### config.mk
export PLATFORM = sky130hd
export DESIGN_NAME = minterm_sweep_flat
export DESIGN_NICKNAME = d
export VERILOG_FILES = /design/src/rtl/minterm_sweep_if.sv /design/src/rtl/minterm_sweep.sv /design/src/flat_wrapper.sv
export SDC_FILE = /design/constraint.sdc
export NUM_CORES = 1
export LEC_CHECK = 0
export ABC_AREA = 1
export CAP_MARGIN = 20
export CORE_MARGIN = 4
export CORE_UTILIZATION = 52
export DETAILED_ROUTE_END_ITERATION = 16
export PLACE_DENSITY = 0.89
export SLEW_MARGIN = 5
export SYNTH_ARGS = -nofsm -noshare
export SYNTH_HDL_FRONTEND = slang
export SYNTH_SLANG_ARGS = --single-unit
### constraint.sdc
create_clock -name clk -period 1.7 [get_ports clk]
set_input_delay 0.255 -clock clk [delete_from_list [all_inputs] [get_ports clk]]
set_output_delay 0.255 -clock clk [all_outputs]
set_load 0.05 [all_outputs]
### src/rtl/minterm_sweep_if.sv
`default_nettype none
// ============================================================================
//  Module      : minterm_sweep_if
//  Description : Stimulus/result bundle between the minterm sweeper and its
//                controller (start, f_in in; stimulus and results out).
//  Revision    : 1.0  initial release
// ============================================================================
interface minterm_sweep_if;
    logic        start;
    logic        f_in;
    logic        a;
    logic        b;
    logic        c;
    logic        d;
    logic        busy;
    logic        done;
    logic        pass;
    logic [15:0] table_out;
    logic [4:0]  fail_count;
    logic [3:0]  first_fail;
    logic        first_fail_valid;

    modport master (
        output start, f_in,
        input  a, b, c, d, busy, done, pass,
        input  table_out, fail_count, first_fail, first_fail_valid
    );

    modport slave (
        input  start, f_in,
        output a, b, c, d, busy, done, pass,
        output table_out, fail_count, first_fail, first_fail_valid
    );
endinterface
`default_nettype wire

### src/rtl/minterm_sweep.sv
`default_nettype none
// ============================================================================
//  Module      : minterm_sweep
//  Description : Steps {a,b,c,d} through 0..15, samples f_in after a settle
//                window and scores the measured truth table against EXPECTED.
//  Revision    : 1.0  initial release
// ============================================================================
module minterm_sweep #(
    parameter logic [15:0] EXPECTED = 16'h0727,
    parameter int unsigned SETTLE   = 1
) (
    input  wire logic       clk,
    input  wire logic       rst,
    minterm_sweep_if.slave  bus
);

    localparam logic [3:0] c_settle   = 4'(SETTLE);
    localparam logic [3:0] c_last_idx = 4'd15;

    typedef enum logic [1:0] {
        ST_IDLE  = 2'd0,
        ST_APPLY = 2'd1,
        ST_DONE  = 2'd2
    } state_t;

    state_t      state_q, state_d;
    logic [3:0]  idx_q, idx_d;
    logic [3:0]  wait_q, wait_d;
    logic        busy_q, busy_d;
    logic        done_q, done_d;
    logic        pass_q, pass_d;
    logic [15:0] table_q, table_d;
    logic [4:0]  fail_count_q, fail_count_d;
    logic [3:0]  first_fail_q, first_fail_d;
    logic        first_fail_valid_q, first_fail_valid_d;
    logic        mismatch;

    always_comb begin
        state_d            = state_q;
        idx_d              = idx_q;
        wait_d             = wait_q;
        busy_d             = busy_q;
        done_d             = done_q;
        pass_d             = pass_q;
        table_d            = table_q;
        fail_count_d       = fail_count_q;
        first_fail_d       = first_fail_q;
        first_fail_valid_d = first_fail_valid_q;
        mismatch           = 1'b0;

        case (state_q)
            ST_IDLE, ST_DONE: begin
                if (bus.start) begin
                    state_d            = ST_APPLY;
                    idx_d              = 4'd0;
                    wait_d             = c_settle;
                    busy_d             = 1'b1;
                    done_d             = 1'b0;
                    pass_d             = 1'b0;
                    table_d            = 16'd0;
                    fail_count_d       = 5'd0;
                    first_fail_d       = 4'd0;
                    first_fail_valid_d = 1'b0;
                end
            end

            ST_APPLY: begin
                if (wait_q != 4'd0) begin
                    wait_d = wait_q - 4'd1;
                end else begin
                    // Last hold cycle of this minterm: capture and score f_in.
                    table_d[idx_q] = bus.f_in;
                    mismatch       = (bus.f_in != EXPECTED[idx_q]);
                    if (mismatch) begin
                        fail_count_d = fail_count_q + 5'd1;
                        if (!first_fail_valid_q) begin
                            first_fail_d       = idx_q;
                            first_fail_valid_d = 1'b1;
                        end
                    end

                    if (idx_q == c_last_idx) begin
                        state_d = ST_DONE;
                        busy_d  = 1'b0;
                        done_d  = 1'b1;
                        pass_d  = (fail_count_d == 5'd0);
                    end else begin
                        idx_d  = idx_q + 4'd1;
                        wait_d = c_settle;
                    end
                end
            end

            default: begin
                state_d = ST_IDLE;
                busy_d  = 1'b0;
            end
        endcase
    end

    always_ff @(posedge clk) begin
        if (rst) begin
            state_q            <= ST_IDLE;
            idx_q              <= 4'd0;
            wait_q             <= 4'd0;
            busy_q             <= 1'b0;
            done_q             <= 1'b0;
            pass_q             <= 1'b0;
            table_q            <= 16'd0;
            fail_count_q       <= 5'd0;
            first_fail_q       <= 4'd0;
            first_fail_valid_q <= 1'b0;
        end else begin
            state_q            <= state_d;
            idx_q              <= idx_d;
            wait_q             <= wait_d;
            busy_q             <= busy_d;
            done_q             <= done_d;
            pass_q             <= pass_d;
            table_q            <= table_d;
            fail_count_q       <= fail_count_d;
            first_fail_q       <= first_fail_d;
            first_fail_valid_q <= first_fail_valid_d;
        end
    end

    // Stimulus comes straight from the idx register, so it is glitch-free.
    assign bus.a                = idx_q[3];
    assign bus.b                = idx_q[2];
    assign bus.c                = idx_q[1];
    assign bus.d                = idx_q[0];
    assign bus.busy             = busy_q;
    assign bus.done             = done_q;
    assign bus.pass             = pass_q;
    assign bus.table_out        = table_q;
    assign bus.fail_count       = fail_count_q;
    assign bus.first_fail       = first_fail_q;
    assign bus.first_fail_valid = first_fail_valid_q;

endmodule
`default_nettype wire

### src/flat_wrapper.sv
// flat-port wrapper written by rule: the top's interface ports become plain ports
module minterm_sweep_flat 
#(
    parameter logic [15:0] EXPECTED = 16'h0727,
    parameter int unsigned SETTLE   = 1
)
  (clk, rst, bus_start, bus_f_in, bus_a, bus_b, bus_c, bus_d, bus_busy, bus_done, bus_pass, bus_table_out, bus_fail_count, bus_first_fail, bus_first_fail_valid);
  minterm_sweep_if bus_i ();
  input  wire logic clk;
  input  wire logic rst;
  input wire logic [$bits(bus_i.start)-1:0] bus_start;
  input wire logic [$bits(bus_i.f_in)-1:0] bus_f_in;
  output wire logic [$bits(bus_i.a)-1:0] bus_a;
  output wire logic [$bits(bus_i.b)-1:0] bus_b;
  output wire logic [$bits(bus_i.c)-1:0] bus_c;
  output wire logic [$bits(bus_i.d)-1:0] bus_d;
  output wire logic [$bits(bus_i.busy)-1:0] bus_busy;
  output wire logic [$bits(bus_i.done)-1:0] bus_done;
  output wire logic [$bits(bus_i.pass)-1:0] bus_pass;
  output wire logic [$bits(bus_i.table_out)-1:0] bus_table_out;
  output wire logic [$bits(bus_i.fail_count)-1:0] bus_fail_count;
  output wire logic [$bits(bus_i.first_fail)-1:0] bus_first_fail;
  output wire logic [$bits(bus_i.first_fail_valid)-1:0] bus_first_fail_valid;
  assign bus_i.start = bus_start;
  assign bus_i.f_in = bus_f_in;
  assign bus_a = bus_i.a;
  assign bus_b = bus_i.b;
  assign bus_c = bus_i.c;
  assign bus_d = bus_i.d;
  assign bus_busy = bus_i.busy;
  assign bus_done = bus_i.done;
  assign bus_pass = bus_i.pass;
  assign bus_table_out = bus_i.table_out;
  assign bus_fail_count = bus_i.fail_count;
  assign bus_first_fail = bus_i.first_fail;
  assign bus_first_fail_valid = bus_i.first_fail_valid;
  minterm_sweep #(.EXPECTED(EXPECTED), .SETTLE(SETTLE)) u_core (.clk(clk), .rst(rst), .bus(bus_i));
endmodule
==> flow_metrics.tcl <==
set metrics [dict create \
    grt_overflow_total 0 \
    root_buffer "clkbuf_8" \
    drc 0 \
    final_cells 391 \
    first_global_vias 1966 \
    fin_crit_ns 1.54 \
    tightest_slew_ns 0.269 \
    combPwrFrac 0.209 \
    relSlewSlack 0.820 \
    criticalPathCategory "reg2reg" \
    placed_area_mm2 0.00243 \
    vias 2043 \
    setup_viol 0 \
    clock_skew_ns 0.00703 \
    busiest_layer "met2" \
    cts_buffers 5 \
    p_sw_frac 0.317 \
    end_kind "flip-flop" \
    seq_power_share 0.472 \
    path_clk_slew_ns 0.08 \
    grt_max_degree 23 \
    netlist_instances 301 \
    viasPerCell 5.23 \
    power_leakage_nw 1.11 \
    clk_latency_ns 0.30 \
    place.gp.congestion 0.853 \
    hold_viol_final 0 \
    required_ns 1.94 \
    synthToLayoutAreaGrowth_pct 21.7 \
    setup_tns_ns 0 \
    yosysUniqueCellTypes 30 \
    p_clk_frac 0.319 \
    io-pin-count 37 \
    met1_usage 0.252 \
    multiInputGateArea_mm2 0.00112 \
    period_share 0.906 \
    grt_pass1_wl_um 8450 \
    drtIter0Drc 171 \
    antenna_found_initial 0 \
    critPathLaunchType "flip-flop" \
    placed_cells 383 \
    final_nets 353 \
    fin_area_mm2 0.00254 \
    grtUsageMet3 0.0491 \
    drtAntennaViolNets 0 \
    hpwl_um 3570 \
    synthesis.nets 312 \
    die_x_um 71.4 \
    peakVddDrop_uv 649 \
    r2r_slack_ns 0.16 \
    clock_path_buffers 2 \
    initial_core_util 0.554 \
    syn_avg_cell_area_um2 6.95 \
    wire_per_inst_um 12.2 \
    yosysWarnings 0 \
    netlist_area_mm2 0.00209 \
    slew_violations 0 \
    ff_latch_area_um2 805 \
    cts_htree_levels 2 \
    core-area_mm2 0.00377 \
    seq_area_frac_synth 0.383 \
    drive_gt1_frac 0.213 \
    grt.met2_usage 0.346 \
    postCtsSetupRepairBufs 0 \
    p_switching_w 0.000663 \
    drv_cap 0 \
    cts.sink_count 40 \
    port_buffers 36 \
    p_int_w 0.00143 \
    grtUsageTotal 0.203 \
    pwr_density_cell_mw_per_mm2 823 \
    cts_tree "built" \
    yosys_register_bits 40 \
    routed_wl_um 4790 \
    worstPathMaxFanout 7 \
    hold_path.class "reg2reg" \
    n_antenna_cell 0 \
    nFillCells 324 \
    rsz0062_at_grt "false" \
    fmax_mhz 649 \
    die_y_um 71.4 \
    status "finished, final reports clean" \
    dr.pass1.iters 4 \
    dieArea_mm2 0.00510 \
    crit_arrival_ns 1.78 \
    core.rowCount 22 \
]
worst max-delay path: stages (launching register included):
cell and delay [ns]:
dfxtp_1 0.30, inv_1 0.12, ha_1 0.25, nand2_2 0.12, nand2_2 0.15, nand3_1 0.15, nand2_1 0.09, nand2_1 0.07
nand2_1 0.08, nor2_1 0.05, a21oi_1 0.10
what timing repair did:
item                                    in CTS  in global routing
endpoints found under the setup margin       0                 17
gates resized for setup                      0                  4
hold buffers                                 0                  0
area by class of cell:
class                      instances  area share
inverter                          33      0.0492
clock inverter                     1     0.00295
clock buffer                       7      0.0339
tap                               48      0.0236
timing repair buffer              44       0.133
multi-input combinational        218       0.441
sequential                        40       0.316
state kept, by name, indices dropped and copies added, names as in the netlist, named ones only:
| signal | cells |
|---|---|
| u_core.bus.busy | 1 |
| u_core.bus.done | 1 |
| u_core.bus.fail_count | 5 |
| u_core.bus.first_fail | 4 |
| u_core.bus.first_fail_valid | 1 |
| u_core.bus.pass | 1 |
| u_core.bus.table_out | 16 |
| u_core.idx_q | 4 |
| u_core.state_q | 2 |
| u_core.wait_q | 4 |
kinds of logic (layout without fill, tap and decap cells):
kind of cell | after synthesis | after routing | share of synthesized area
flip-flops | 40 | 40 | 0.383
buffers and inverters | 43 | 85 | 0.0874
AND/OR/NAND/NOR | 157 | 157 | 0.345
AO/OA/AOI/OAI | 54 | 54 | 0.143
adder cells (fa/ha/maj) | 7 | 7 | 0.0419
per-layer routing:
layer  vias to the layer above  wire, um
li1                       1042         -
met1                       950      2170
met2                        43      2280
met3                         8       277
met4                         0        62
met5                         -         0
stage by stage:
step | hold WS (ns) | util | total power [W] | setup slack [ns]
CTS | 0.465 | 0.670 | 0.00209 | 0.124
finish | 0.462 | 0.675 | 0.00209 | 0.160
floorplan | 0.425 | - | 0.00134 | 0.0567
detailed placement | 0.453 | 0.645 | 0.00143 | 0.0216
global route | 0.481 | 0.675 | 0.00218 | 0.0166
global placement | 0.450 | 0.645 | 0.00142 | 0.0751
power by group through the flow:
stage / clock network (W) / registers [W] / logic (W)
6_report: 0.000667 / 0.000988 / 0.000438
5_1_grt: 0.000703 / 0.000991 / 0.000488
4_1_cts: 0.000676 / 0.000988 / 0.000427
3_5_place_dp: 0 / 0.00101 / 0.000424
3_3_place_gp: 0 / 0.00101 / 0.000415
2_1_floorplan: 0 / 0.00107 / 0.000271
cells in the mapped netlist (all sizes together):
| library cell | instances | area (um2) |
|---|---|---|
| a211oi | 1 | 7.51 |
| dfxtp | 40 | 801 |
| ha | 7 | 87.6 |
| clkbuf | 5 | 18.8 |
| o31ai | 1 | 7.51 |
| o211ai | 2 | 28.8 |
| nand2 | 99 | 399 |
| inv | 33 | 124 |
| a21oi | 33 | 165 |
| o21ai | 15 | 75.1 |
| o21a | 2 | 15.0 |
| buf | 5 | 40.0 |
| nand3 | 17 | 108 |
| nor3 | 2 | 10.0 |
| nand4 | 6 | 37.5 |
| nor3b | 1 | 7.51 |
| nor2 | 30 | 146 |
| or2 | 2 | 12.5 |
worst paths after layout:
check | startpoint | endpoint | depth (start not counted)
max | u_core.wait_q[0] | flip-flop | 10
max reg2reg | u_core.wait_q[0] | flip-flop | 10
min reg2reg | u_core.bus.table_out[9] | u_core.bus.table_out[9] | 2
min | u_core.bus.table_out[9] | u_core.bus.table_out[9] | 2
cells in the final DEF, fill, tap and decap left out, drive strengths merged:
cell type      Yosys  routed
nand4              6       6
a21oi             33      33
dfxtp             40      40
o21ai             15      15
nor3b              1       1
buf                5      41
clkdlybuf4s50      0       3
clkbuf             5       7
o31ai              1       1
nor2              30      30
nor3               2       2
inv               33      32
clkinvlp           0       1
o21a               2       2
a211oi             1       1
o211ai             2       2
or2                2       2
clkinv             0       1
nand2             99      99
ha                 7       7
nand3             17      17
Note: power is estimated with default switching activity, not from simulation.
